## src/rtl/smoldvi_pkg.sv

```systemverilog
// Shared definitions for the smoldvi pixel pipeline.
// Pattern selector codes used by the test-pattern source.
package smoldvi_pkg;

  typedef enum logic [1:0] {
    PAT_GRADIENT = 2'd0,
    PAT_BARS     = 2'd1,
    PAT_CHECKER  = 2'd2,
    PAT_SOLID    = 2'd3
  } pattern_e;

endpackage

```

## src/rtl/smoldvi_pattern_src_if.sv

```systemverilog
// Pixel bus between the pattern source (master) and the smoldvi encoder (slave).
// The encoder pulls pixels with rgb_rdy; every pixel on the bus is always valid.
interface smoldvi_pattern_src_if;

  logic [7:0] r;
  logic [7:0] g;
  logic [7:0] b;
  logic       rgb_rdy;
  logic [9:0] x;
  logic [8:0] y;
  logic [7:0] frame;
  logic       frame_start;

  modport master (
    output r, g, b, x, y, frame, frame_start,
    input  rgb_rdy
  );

  modport slave (
    input  r, g, b, x, y, frame, frame_start,
    output rgb_rdy
  );

endinterface

```

## src/rtl/smoldvi_pattern_colour.sv

```systemverilog
// Combinational colour function of raster position, frame, bar index and pattern.
// Only the low coordinate bits matter to any pattern, so only those are passed in.
module smoldvi_pattern_colour
  import smoldvi_pkg::*;
#(
  parameter int CHECK_LOG2 = 5
) (
  input  logic [7:0]  x_lo,
  input  logic [7:0]  y_lo,
  input  logic [7:0]  frame,
  input  logic [2:0]  bar,
  input  pattern_e    mode,
  input  logic [23:0] solid,
  output logic [7:0]  r,
  output logic [7:0]  g,
  output logic [7:0]  b
);

  logic check_white;

  assign check_white = x_lo[CHECK_LOG2] ^ y_lo[CHECK_LOG2];

  always_comb begin
    r = '0;
    g = '0;
    b = '0;
    case (mode)
      PAT_GRADIENT: begin
        r = x_lo + frame;
        g = y_lo + {frame[6:0], 1'b0};
        b = frame;
      end
      // Bar 0 is white, bar 7 is black.
      PAT_BARS: begin
        r = {8{~bar[2]}};
        g = {8{~bar[1]}};
        b = {8{~bar[0]}};
      end
      PAT_CHECKER: {r, g, b} = {24{check_white}};
      PAT_SOLID:   {r, g, b} = solid;
      default:     {r, g, b} = '0;
    endcase
  end

endmodule

```

## src/rtl/smoldvi_pattern_src.sv

```systemverilog
// Test-pattern pixel source feeding the smoldvi encoder: walks the visible raster
// and registers the colour of the next pixel computed from next-state counters.
module smoldvi_pattern_src
  import smoldvi_pkg::*;
#(
  parameter int H_ACTIVE   = 640,
  parameter int V_ACTIVE   = 480,
  parameter int X_STEP     = 2,
  parameter int CHECK_LOG2 = 5
) (
  input  logic                          clk_pix,
  input  logic                          rst_pix,
  input  logic                          en,
  input  logic [1:0]                    mode,
  input  logic [23:0]                   solid_rgb,
  smoldvi_pattern_src_if.master         pix
);

  localparam logic [9:0]  X_LAST   = 10'(H_ACTIVE - X_STEP);
  localparam logic [9:0]  X_INC    = 10'(X_STEP);
  localparam logic [8:0]  Y_LAST   = 9'(V_ACTIVE - 1);
  localparam logic [11:0] BAR_SPAN = 12'(H_ACTIVE);
  localparam logic [11:0] BAR_INC  = 12'(8 * X_STEP);

  logic [9:0]  x_q, x_n;
  logic [8:0]  y_q, y_n;
  logic [7:0]  frame_q, frame_n;
  pattern_e    mode_q, mode_n;
  logic [23:0] solid_q, solid_n;
  logic [2:0]  bar_q, bar_n;
  logic [11:0] bar_acc_q, bar_acc_n, bar_sum;
  logic [7:0]  r_q, g_q, b_q;
  logic [7:0]  r_n, g_n, b_n;
  logic        frame_start_q;

  // bar_acc holds 8*x mod H_ACTIVE, so bar tracks floor(8*x/H_ACTIVE) without a divider.
  always_comb begin
    x_n       = x_q;
    y_n       = y_q;
    frame_n   = frame_q;
    mode_n    = mode_q;
    solid_n   = solid_q;
    bar_n     = bar_q;
    bar_acc_n = bar_acc_q;
    bar_sum   = bar_acc_q + BAR_INC;
    if (!en) begin
      x_n       = '0;
      y_n       = '0;
      bar_n     = '0;
      bar_acc_n = '0;
      mode_n    = pattern_e'(mode);
      solid_n   = solid_rgb;
    end else if (pix.rgb_rdy) begin
      if (x_q == X_LAST) begin
        x_n       = '0;
        bar_n     = '0;
        bar_acc_n = '0;
        if (y_q == Y_LAST) begin
          y_n     = '0;
          frame_n = frame_q + 8'd1;
          mode_n  = pattern_e'(mode);
          solid_n = solid_rgb;
        end else begin
          y_n = y_q + 9'd1;
        end
      end else begin
        x_n = x_q + X_INC;
        if (bar_sum >= BAR_SPAN) begin
          bar_acc_n = bar_sum - BAR_SPAN;
          bar_n     = bar_q + 3'd1;
        end else begin
          bar_acc_n = bar_sum;
        end
      end
    end
  end

  smoldvi_pattern_colour #(
    .CHECK_LOG2 (CHECK_LOG2)
  ) u_colour (
    .x_lo  (x_n[7:0]),
    .y_lo  (y_n[7:0]),
    .frame (frame_n),
    .bar   (bar_n),
    .mode  (mode_n),
    .solid (solid_n),
    .r     (r_n),
    .g     (g_n),
    .b     (b_n)
  );

  always_ff @(posedge clk_pix) begin
    if (rst_pix) begin
      x_q           <= '0;
      y_q           <= '0;
      frame_q       <= '0;
      mode_q        <= PAT_GRADIENT;
      solid_q       <= '0;
      bar_q         <= '0;
      bar_acc_q     <= '0;
      r_q           <= '0;
      g_q           <= '0;
      b_q           <= '0;
      frame_start_q <= 1'b1;
    end else begin
      x_q           <= x_n;
      y_q           <= y_n;
      frame_q       <= frame_n;
      mode_q        <= mode_n;
      solid_q       <= solid_n;
      bar_q         <= bar_n;
      bar_acc_q     <= bar_acc_n;
      r_q           <= r_n;
      g_q           <= g_n;
      b_q           <= b_n;
      frame_start_q <= (x_n == '0) && (y_n == '0);
    end
  end

  assign pix.x           = x_q;
  assign pix.y           = y_q;
  assign pix.frame       = frame_q;
  assign pix.r           = r_q;
  assign pix.g           = g_q;
  assign pix.b           = b_q;
  assign pix.frame_start = frame_start_q;

endmodule

```

## src/flat_wrapper.sv

```systemverilog
// flat-port wrapper written by rule: the top's interface ports become plain ports
module smoldvi_pattern_src_flat import smoldvi_pkg::*;
#(
  parameter int H_ACTIVE   = 640,
  parameter int V_ACTIVE   = 480,
  parameter int X_STEP     = 2,
  parameter int CHECK_LOG2 = 5
)
  (clk_pix, rst_pix, en, mode, solid_rgb, pix_r, pix_g, pix_b, pix_x, pix_y, pix_frame, pix_frame_start, pix_rgb_rdy);
  smoldvi_pattern_src_if pix_i ();
  input  logic clk_pix;
  input  logic rst_pix;
  input  logic en;
  input  logic [1:0] mode;
  input  logic [23:0] solid_rgb;
  output wire logic [$bits(pix_i.r)-1:0] pix_r;
  output wire logic [$bits(pix_i.g)-1:0] pix_g;
  output wire logic [$bits(pix_i.b)-1:0] pix_b;
  output wire logic [$bits(pix_i.x)-1:0] pix_x;
  output wire logic [$bits(pix_i.y)-1:0] pix_y;
  output wire logic [$bits(pix_i.frame)-1:0] pix_frame;
  output wire logic [$bits(pix_i.frame_start)-1:0] pix_frame_start;
  input wire logic [$bits(pix_i.rgb_rdy)-1:0] pix_rgb_rdy;
  assign pix_r = pix_i.r;
  assign pix_g = pix_i.g;
  assign pix_b = pix_i.b;
  assign pix_x = pix_i.x;
  assign pix_y = pix_i.y;
  assign pix_frame = pix_i.frame;
  assign pix_frame_start = pix_i.frame_start;
  assign pix_i.rgb_rdy = pix_rgb_rdy;
  smoldvi_pattern_src #(.H_ACTIVE(H_ACTIVE), .V_ACTIVE(V_ACTIVE), .X_STEP(X_STEP), .CHECK_LOG2(CHECK_LOG2)) u_core (.clk_pix(clk_pix), .rst_pix(rst_pix), .en(en), .mode(mode), .solid_rgb(solid_rgb), .pix(pix_i));
endmodule
```

## config.mk

```make
export PLATFORM = sky130hd
export DESIGN_NAME = smoldvi_pattern_src_flat
export DESIGN_NICKNAME = d
export VERILOG_FILES = /design/src/rtl/smoldvi_pkg.sv /design/src/rtl/smoldvi_pattern_src_if.sv /design/src/rtl/smoldvi_pattern_colour.sv /design/src/rtl/smoldvi_pattern_src.sv /design/src/flat_wrapper.sv
export SDC_FILE = /design/constraint.sdc
export NUM_CORES = 1
export LEC_CHECK = 0
export CORE_ASPECT_RATIO = 1.25
export CORE_MARGIN = 5
export CORE_UTILIZATION = 50
export CTS_CLUSTER_SIZE = 28
export DETAILED_ROUTE_END_ITERATION = 7
export PLACE_DENSITY = 0.74
export SKIP_CTS_REPAIR_TIMING = 1
export SYNTH_ARGS = -nofsm -noshare
export SYNTH_HDL_FRONTEND = slang
export SYNTH_SLANG_ARGS = --single-unit
```

## constraint.sdc

```tcl
create_clock -name clk_pix -period 4.47 [get_ports clk_pix]
set_input_delay 0.894 -clock clk_pix [delete_from_list [all_inputs] [get_ports clk_pix]]
set_output_delay 0.894 -clock clk_pix [all_outputs]
set_load 0.02 [all_outputs]
```

# Word level (Yosys, flattened, before mapping)
# Index checks and enable logic that the tools add are counted.
[word_totals]
input_bits = 30
output_inout_bits = 52
regBits = 93
wordCells = 63
[op_classes]
n_mux = 28
n_eq_ne = 5
n_reduce_logical = 5
bitwise_logic = 5
order_cmp = 1
addsub = 8
[op_table]
columns = ["op", "n"]
rows = [
  ["$mux W24", 4],
  ["$pmux W8 S4", 3],
  ["$mux W9", 4],
  ["$mux W8", 4],
  ["$mux W10", 3],
  ["$mux W12", 2],
  ["$add A8 B8 Y8", 2],
  ["$add A12 B5 Y12 const B", 1],
  ["$ge A12 B10 Y1 const B", 1],
  ["$mux W3", 4],
  ["$sub A12 B10 Y12 const B", 1],
  ["$add A10 B2 Y10 const B", 1],
  ["$eq A10 B10 Y1 const B", 1],
  ["$logic_not A10 Y1", 1],
  ["$add A9 B1 Y9 const B", 1],
  ["$eq A9 B9 Y1 const B", 1],
  ["$logic_not A9 Y1", 1],
  ["$add A8 B1 Y8 const B", 1],
  ["$mux W2", 4],
  ["$eq A2 B2 Y1 const B", 2],
  ["$not A1 Y1", 4],
  ["$add A3 B1 Y3 const B", 1],
  ["$eq A2 B1 Y1 const B", 1],
  ["$logic_not A2 Y1", 1],
  ["3 further kinds", 3],
]

# Longest topological paths before layout
# Gate-level depths: netlist of run 1.
[logic_depth]
ltp_word = 8
mapped_depth = 18

# Cells and area by module
# Synthesis of run 1 repeated with hierarchy kept, for this count alone.
[unflattened]
hier_cells = 571
area_unflattened_um2 = 5012.3
[modules_own_cells]
columns = ["module", "n_inst", "area_per_inst_um2", "cells_each"]
rows = [
  ["smoldvi_pattern_src", 1, 4022.6, 431],
  ["smoldvi_pattern_colour", 1, 989.7, 140],
]

# Worst setup path after synthesis of run 1
# No wires, ideal clock.
[synth_path]
path_type = "input port to flip-flop"
startpoint = "input pix_rgb_rdy"
endpoint = "register u_core.r_q[7], in the netlist u_core.pix.r[7]"
arrival_ns = 3.667
path_slack_ns = 0.716
n_path_buf = 2
setup_time_ns = 0.087
path_stages = 17
cell_sequence = "buf_2 and4bb_1 and4_4 buf_6 nand3_1 mux2i_1 inv_1 ha_1 a21o_1 a21oi_1 o21ai_0 o21ai_0 nand2b_1 a21oi_1 xnor2_1 nor2_1 o31ai_1"
[synth_via]
elab_chain_cells = 4
[synth_lines]
columns = ["item", "line_no", "text"]
rows = [
  ["start, declared", "flat_wrapper.sv:23", "input wire logic [$bits(pix_i.rgb_rdy)-1:0] pix_rgb_rdy;"],
  ["$mux W8", "smoldvi_pattern_src.sv:53", "end else if (pix.rgb_rdy) begin"],
  ["$mux W8", "smoldvi_pattern_src.sv:46", "if (!en) begin"],
  ["net u_core.frame_n[1]", "smoldvi_pattern_src.sv:27", "logic [7:0] frame_q, frame_n;"],
  ["$add A8 B8 Y8", "smoldvi_pattern_colour.sv:29", "r = x_lo + frame;"],
  ["$pmux W8 S4", "smoldvi_pattern_colour.sv:27", "case (mode)"],
  ["end signal, assigned", "smoldvi_pattern_src.sv:113", "r_q <= r_n;"],
  ["end, declared", "smoldvi_pattern_src.sv:32", "logic [7:0] r_q, g_q, b_q;"],
]
# The timed path passes the listed nets, and every way through them passes these cells.
# A chain may end at the register's enable or synchronous reset.

# Final worst setup path of run 1
# Same ends and word-level chain as after synthesis.

==> results of run 1 <==
[worst paths after layout]
kind	from	to	cells past startpoint
setup reg to reg	u_core.pix.y[0]$_SDFF_PP0_	u_core.pix.r[7]$_SDFF_PP0_	17
setup / recovery	pix_rgb_rdy	u_core.pix.r[7]$_SDFF_PP0_	16
hold reg to reg	u_core.solid_q[11]$_SDFF_PP0_	u_core.solid_q[11]$_SDFF_PP0_	2
hold / removal	u_core.solid_q[11]$_SDFF_PP0_	u_core.solid_q[11]$_SDFF_PP0_	2
[where the power goes]
| part | switching [mW] | internal [mW] |
|---|---|---|
| registers | 0.0127 | 0.828 |
| clock network | 0.342 | 0.387 |
| logic | 0.130 | 0.104 |
[sequential cells by signal, indices dropped and copies added (netlist names), 3 cells and up]
name and count:
u_core.bar_acc_q 8, u_core.pix.r 8, u_core.pix.x 10, u_core.solid_q 24, u_core.pix.frame 8, u_core.pix.y 9, u_core.pix.b 8, u_core.pix.g 8
u_core.bar_q 3
[worst register-to-register path, cell delays in order, from the launching register on]
cell	delay, ns
dfxtp_1	0.49
ha_1	0.23
nand3_1	0.16
nor3_2	0.18
buf_4	0.18
nand3_1	0.16
mux2i_1	0.24
inv_1	0.15
ha_1	0.30
a21o_1	0.18
a21oi_1	0.20
o21ai_0	0.14
o21ai_0	0.16
nand2b_1	0.07
a21oi_1	0.17
xnor2_1	0.14
nor2_1	0.05
o31ai_1	0.21
[per-layer routing]
metal | vias up | global-route usage [%] | part of all wire, %
met5 | - | 0 | 0
met4 | 0 | 9.83 | 2.7
met3 | 26 | 4.56 | 5.5
met2 | 136 | 37.8 | 50
met1 | 2024 | 27.8 | 42
li1 | 2111 | - | -
[placed cells by master (no fill, tap or decap), types with 3 or more instances in the layout]
cell	netlist	layout
a211oi_1	6	6
nand4_1	8	8
and2_1	7	7
nor3_1	30	30
o31ai_1	3	3
a21oi_1	25	25
dfxtp_1	89	89
or3_1	13	13
xor2_1	17	17
a21o_1	3	3
nor2_1	80	80
nand3_1	22	22
clkdlybuf4s50_1	0	80
nor4_1	7	7
o21ai_0	15	15
clkbuf_16	0	9
and3_1	5	5
a31oi_1	3	3
nand2b_1	4	4
inv_1	11	11
xnor2_1	27	27
buf_4	2	18
nand2_1	41	41
a221oi_1	9	9
mux2i_1	27	27
ha_1	19	19
inv_6	0	3
nor2b_1	8	8
o21bai_1	4	4
[logic make-up after synthesis]
family	count (synthesis)	share of synthesized area [%]
simple gates	242	25.3
compound gates	89	12.7
xor+xnor	45	8.47
fa+ha+maj	21	5.86
flops	89	37.6
mux	28	5.94
buf+inv	41	4.14
[metrics by stage]
step / util [%] / total power, mW / instance area, um2 / worst slack, ns / hold WS (ns)
detailed placement: 61.7 / 1.09 / 5690 / 0.327 / 0.489
floorplan: - / 0.988 / 4740 / 0.716 / 0.452
finish: 64.8 / 1.80 / 5970 / 0.592 / 0.496
global route: 64.8 / 1.87 / 5970 / 0.293 / 0.527
global placement: 61.7 / 1.09 / 5690 / 0.375 / 0.475
CTS: 64.8 / 1.82 / 5970 / 0.579 / 0.506
[final cells by class]
type	count	area share, %
Multi-Input combinational cell	425	46.4
Sequential cell	89	29.8
Timing Repair Buffer	99	15.8
Clock buffer	9	3.77
Tap cell	123	2.58
Clock inverter	7	1.01
Inverter	11	0.691
==> impl_metrics.yaml, run 1 <==
synth:
  synth_cell_types: 65
  avgSynthCellArea_um2: 8.54
  synth_edf_count: 0
  syn-num-nets: 606
  async_reset_ff_share_pct: 0
  netlist_top_cells_count: "dfxtp_1, nor2_1, nand2_1"
  synth_most_common_cell: "dfxtp_1"
  ys_ff_latch: 89
  synthCells: 555
  yosys_warnings: 0
  synth_area_leaders: "dfxtp_1, nor2_1, mux2i_1, ha_1, xnor2_1"
  ys_seq_area_share_pct: 37.6
  synth_top_area_share_pct: 37.6
  ys.flop_type: "dfxtp_1"
  synth_area_leader_cell: "dfxtp_1"
  synth_area_mm2: 0.00474
grt:
  antenna_found_initial: 0
  grt_first_pass_wirelength_um: 21100
  grt_overflow: 0
  grt_pass1_vias: 4269
  grt_max_degree: 39
  grt_usage_pct: 22.4
status:
  outcome: "finished clean"
layout:
  area_growth_pct: 26.0
  fill_cells: 746
  multi_input_area_mm2: 0.00277
  n_antenna_cell: 0
  drive_gt1_share_pct: 7.66
  layoutNonFillerInstCount: 763
  fin_nets: 686
  register_area_mm2: 0.00178
timing:
  min_period_ns: 3.88
  fin_setup_tns_ns: 0
  tightest_slew_ns: 0.616
  timing.fmax_mhz: 258
  clock-skew-final_ns: 0.00941
  finalCritPeriodShare_pct: 86.8
  finalSetupViolations: 0
  hold_viol: 0
  drv_slew: 0
  rsz0062_at_grt: "no"
  timing.slew.headroom_pct: 59.0
clocking:
  cts_inserted_buffers: 9
  htreeDepth: 3
  cts_root_buf: "clkbuf_16"
  insertion_delay_ns: 0.35
  cts_tree: "done"
  cts.sinks: 89
  clk_pin_slew_ns: 0.07
  ctsLongestPathBuffers: 2
setup_path:
  path_buf_inv: 2
  crit_path_cell_trace: "clkdlybuf4s50_1, and4bb_1, and4_4, nand3_1, mux2i_1, inv_1, ha_1, a21o_1, a21oi_1, o21ai_0, o21ai_0, nand2b_1, a21oi_1, xnor2_1, nor2_1, o31ai_1"
  crit_family: "compound AO/OA/AOI/OAI gates"
  slowest_delay_ns: 0.48
  crit_type: "input port to flip-flop"
  crit_fanout: 8
  required_ns: 4.73
  critical_path_arrival_ns: 4.14
  slowest_stage: "clkdlybuf4s50_1"
  endpoint_kind: "flip-flop"
  r2r_slack_ns: 0.96
  critPathLaunchType: "input port"
detailed_routing:
  drt_wl_total_um: 12800
  drcViolationCount: 0
  routedWlPerCell_um: 16.8
  dr_total_vias: 4297
  dr.pass1.iters: 5
  drtIter0Drc: 245
  final_antenna_net_count: 0
  vias_per_cell: 5.63
floorplanning:
  core_mm2: 0.00922
  start_util_pct: 51.4
  io_pins: 82
  die-area_mm2: 0.0115
  fp.dieW_um: 97.1
  die_h_um: 119
  rows: 39
placed_design:
  place_hpwl_um: 9790
  io_buffer_count: 81
  dp_cells: 747
  place.gp.congestion: 0.896
run:
  maxCapViolations: 0
pwr:
  power.density_mw_per_mm2: 302
  power_leakage_nw: 2.42
  ir_drop_mv: 0.265
min_path:
  hold_class: "flip-flop to flip-flop"
Power figures use the tool's default switching activity.
==> run 2: changes to the inputs <==
==> constraint.sdc (replaced) <==
create_clock -name clk_pix -period 4.15 [get_ports clk_pix]
set_input_delay 0.83 -clock clk_pix [delete_from_list [all_inputs] [get_ports clk_pix]]
set_output_delay 0.83 -clock clk_pix [all_outputs]
set_load 0.02 [all_outputs]
==> run 2 against run 1 <==
Sequential power up 7.7%. Core utilization up 0.72 points. First-iteration DRC count down 11%. Critical endpoint unchanged. Largest power group is now the clock network.
==> impl_metrics.yaml, run 2 (synthesis results as in run 1) <==
timing:
  min_period_ns: 3.79
  timing.slew.headroom_pct: 34.6
  finalCritPeriodShare_pct: 91.3
  drv_slew: 0
  clock-skew-final_ns: 0.00820
  rsz0062_at_grt: "no"
  finalSetupViolations: 0
  fin_setup_tns_ns: 0
  tightest_slew_ns: 0.981
  holdWs_ns: 0.489
  timing.fmax_mhz: 264
  hold_viol: 0
setup_path:
  critical_path_arrival_ns: 4.04
  crit_path_cell_trace: "ha_1, nand3_1, nor3_2, nand3_1, mux2i_1, inv_1, ha_1, a21o_1, a21oi_1, o21ai_0, o21ai_0, nand2b_1, a21oi_1, xnor2_1, nor2_1, o31ai_1"
  slowest_delay_ns: 0.51
  required_ns: 4.40
  critPathLaunchType: "flip-flop"
  slowest_stage: "nor3_2"
  crit_type: "flip-flop to flip-flop"
  r2r_cells: 16
  endpoint_kind: "flip-flop"
  crit_fanout: 7
min_path:
  hold_class: "flip-flop to flip-flop"
  hold_path_depth: 2
floorplanning:
  rows: 39
  die-area_mm2: 0.0115
  fp.dieW_um: 97.1
  start_util_pct: 51.4
  die_h_um: 119
  io_pins: 82
  core_mm2: 0.00922
layout:
  area_growth_pct: 27.4
  fill_cells: 777
  final_cell_mix: "dfxtp_1, nor2_1, clkdlybuf4s50_1"
  largest_reg_flops: 24
  drive_gt1_share_pct: 7.64
  n_antenna_cell: 0
  largest-register: "u_core.solid_q"
  layout_commonest_cell: "dfxtp_1"
  fin_nets: 687
pwr:
  power_mw: 2.09
  power.internal_mw: 1.60
  ir_drop_mv: 0.336
  power.density_mw_per_mm2: 346
  power_frac_seq_pct: 43.3
  clockPowerShare_pct: 44.7
  power_leakage_nw: 2.44
  p_switching_uw: 497
  power_switching_share_pct: 23.8
  pwr-share-comb_pct: 12.0
placed_design:
  place.gp.congestion: 0.923
  place_hpwl_um: 9970
  io_buffer_count: 81
detailed_routing:
  drcViolationCount: 0
  drt_wl_total_um: 13100
  drtIter0Drc: 219
  routedWlPerCell_um: 17.1
  final_antenna_net_count: 0
  dr_total_vias: 4333
  vias_per_cell: 5.67
  dr.pass1.iters: 5
clocking:
  htreeDepth: 3
  clk_pin_slew_ns: 0.06
  insertion_delay_ns: 0.35
  cts_tree: "done"
  cts.sinks: 89
  cts_root_buf: "clkbuf_16"
  ctsLongestPathBuffers: 2
  cts_inserted_buffers: 9
grt:
  grt_max_degree: 54
  grt_first_pass_wirelength_um: 21400
  grt_pass1_vias: 4336
  antenna_found_initial: 0
  grt_usage_pct: 22.7
  grt_overflow: 0
status:
  outcome: "finished clean"
run:
  maxCapViolations: 0
==> run 2: metrics by stage <==
stage	setup WS, ns	util [%]	std cells	cell area (um2)
6_report	0.359	65.5	764	6040
5_1_grt	0.0187	65.5	764	6040
4_1_cts	0.378	65.5	764	6040
3_5_place_dp	0.129	61.8	748	5700
3_3_place_gp	0.170	61.8	748	5700
2_1_floorplan	0.460	-	555	4740
==> run 2: layout make-up <==
| cell class | instances | area, um2 | share of cell area, % |
|---|---|---|---|
| Clock buffer | 10 | 229 | 3.79 |
| Clock inverter | 6 | 115 | 1.91 |
| Inverter | 11 | 41.3 | 0.684 |
| Multi-Input combinational cell | 425 | 2770 | 45.9 |
| Sequential cell | 89 | 1780 | 29.5 |
| Tap cell | 123 | 154 | 2.55 |
| Timing Repair Buffer | 100 | 948 | 15.7 |
==> run 2: metal layers <==
metal  track usage, %  share of wire, %  up-vias
li1                 -                 -     2123
met5                0                 0        -
met4             10.4               2.7        0
met2             40.2                50      140
met1             27.3                43     2040
met3             2.98               4.1       30
==> run 2: critical path: cells and delay by family, from the launching register on <==
kind	cells	cell delay, ns
buffers and inverters	1	0.15
multiplexers	1	0.27
flip-flops	1	0.49
adder cells (fa/ha/maj)	2	0.53
AND/OR/NAND/NOR	5	1.04
XOR/XNOR	1	0.14
AO/OA/AOI/OAI	6	1.11
==> run 2: worst paths after layout <==
kind	from	endpoint	slack (ns)
max	u_core.pix.y[0]$_SDFF_PP0_	u_core.pix.r[7]$_SDFF_PP0_	0.36
min	u_core.solid_q[18]$_SDFF_PP0_	u_core.solid_q[18]$_SDFF_PP0_	0.49
max reg2reg	u_core.pix.y[0]$_SDFF_PP0_	u_core.pix.r[7]$_SDFF_PP0_	0.36
min reg2reg	u_core.solid_q[18]$_SDFF_PP0_	u_core.solid_q[18]$_SDFF_PP0_	0.49
==> run 2: power by group through the flow <==
stage	clock (mW)	combinational [mW]	sequential, mW
after floorplan	0	0.114	0.950
after global placement	0	0.249	0.924
after detailed placement	0	0.249	0.925
after CTS	0.945	0.251	0.907
after global routing	0.983	0.273	0.909
final	0.935	0.251	0.906
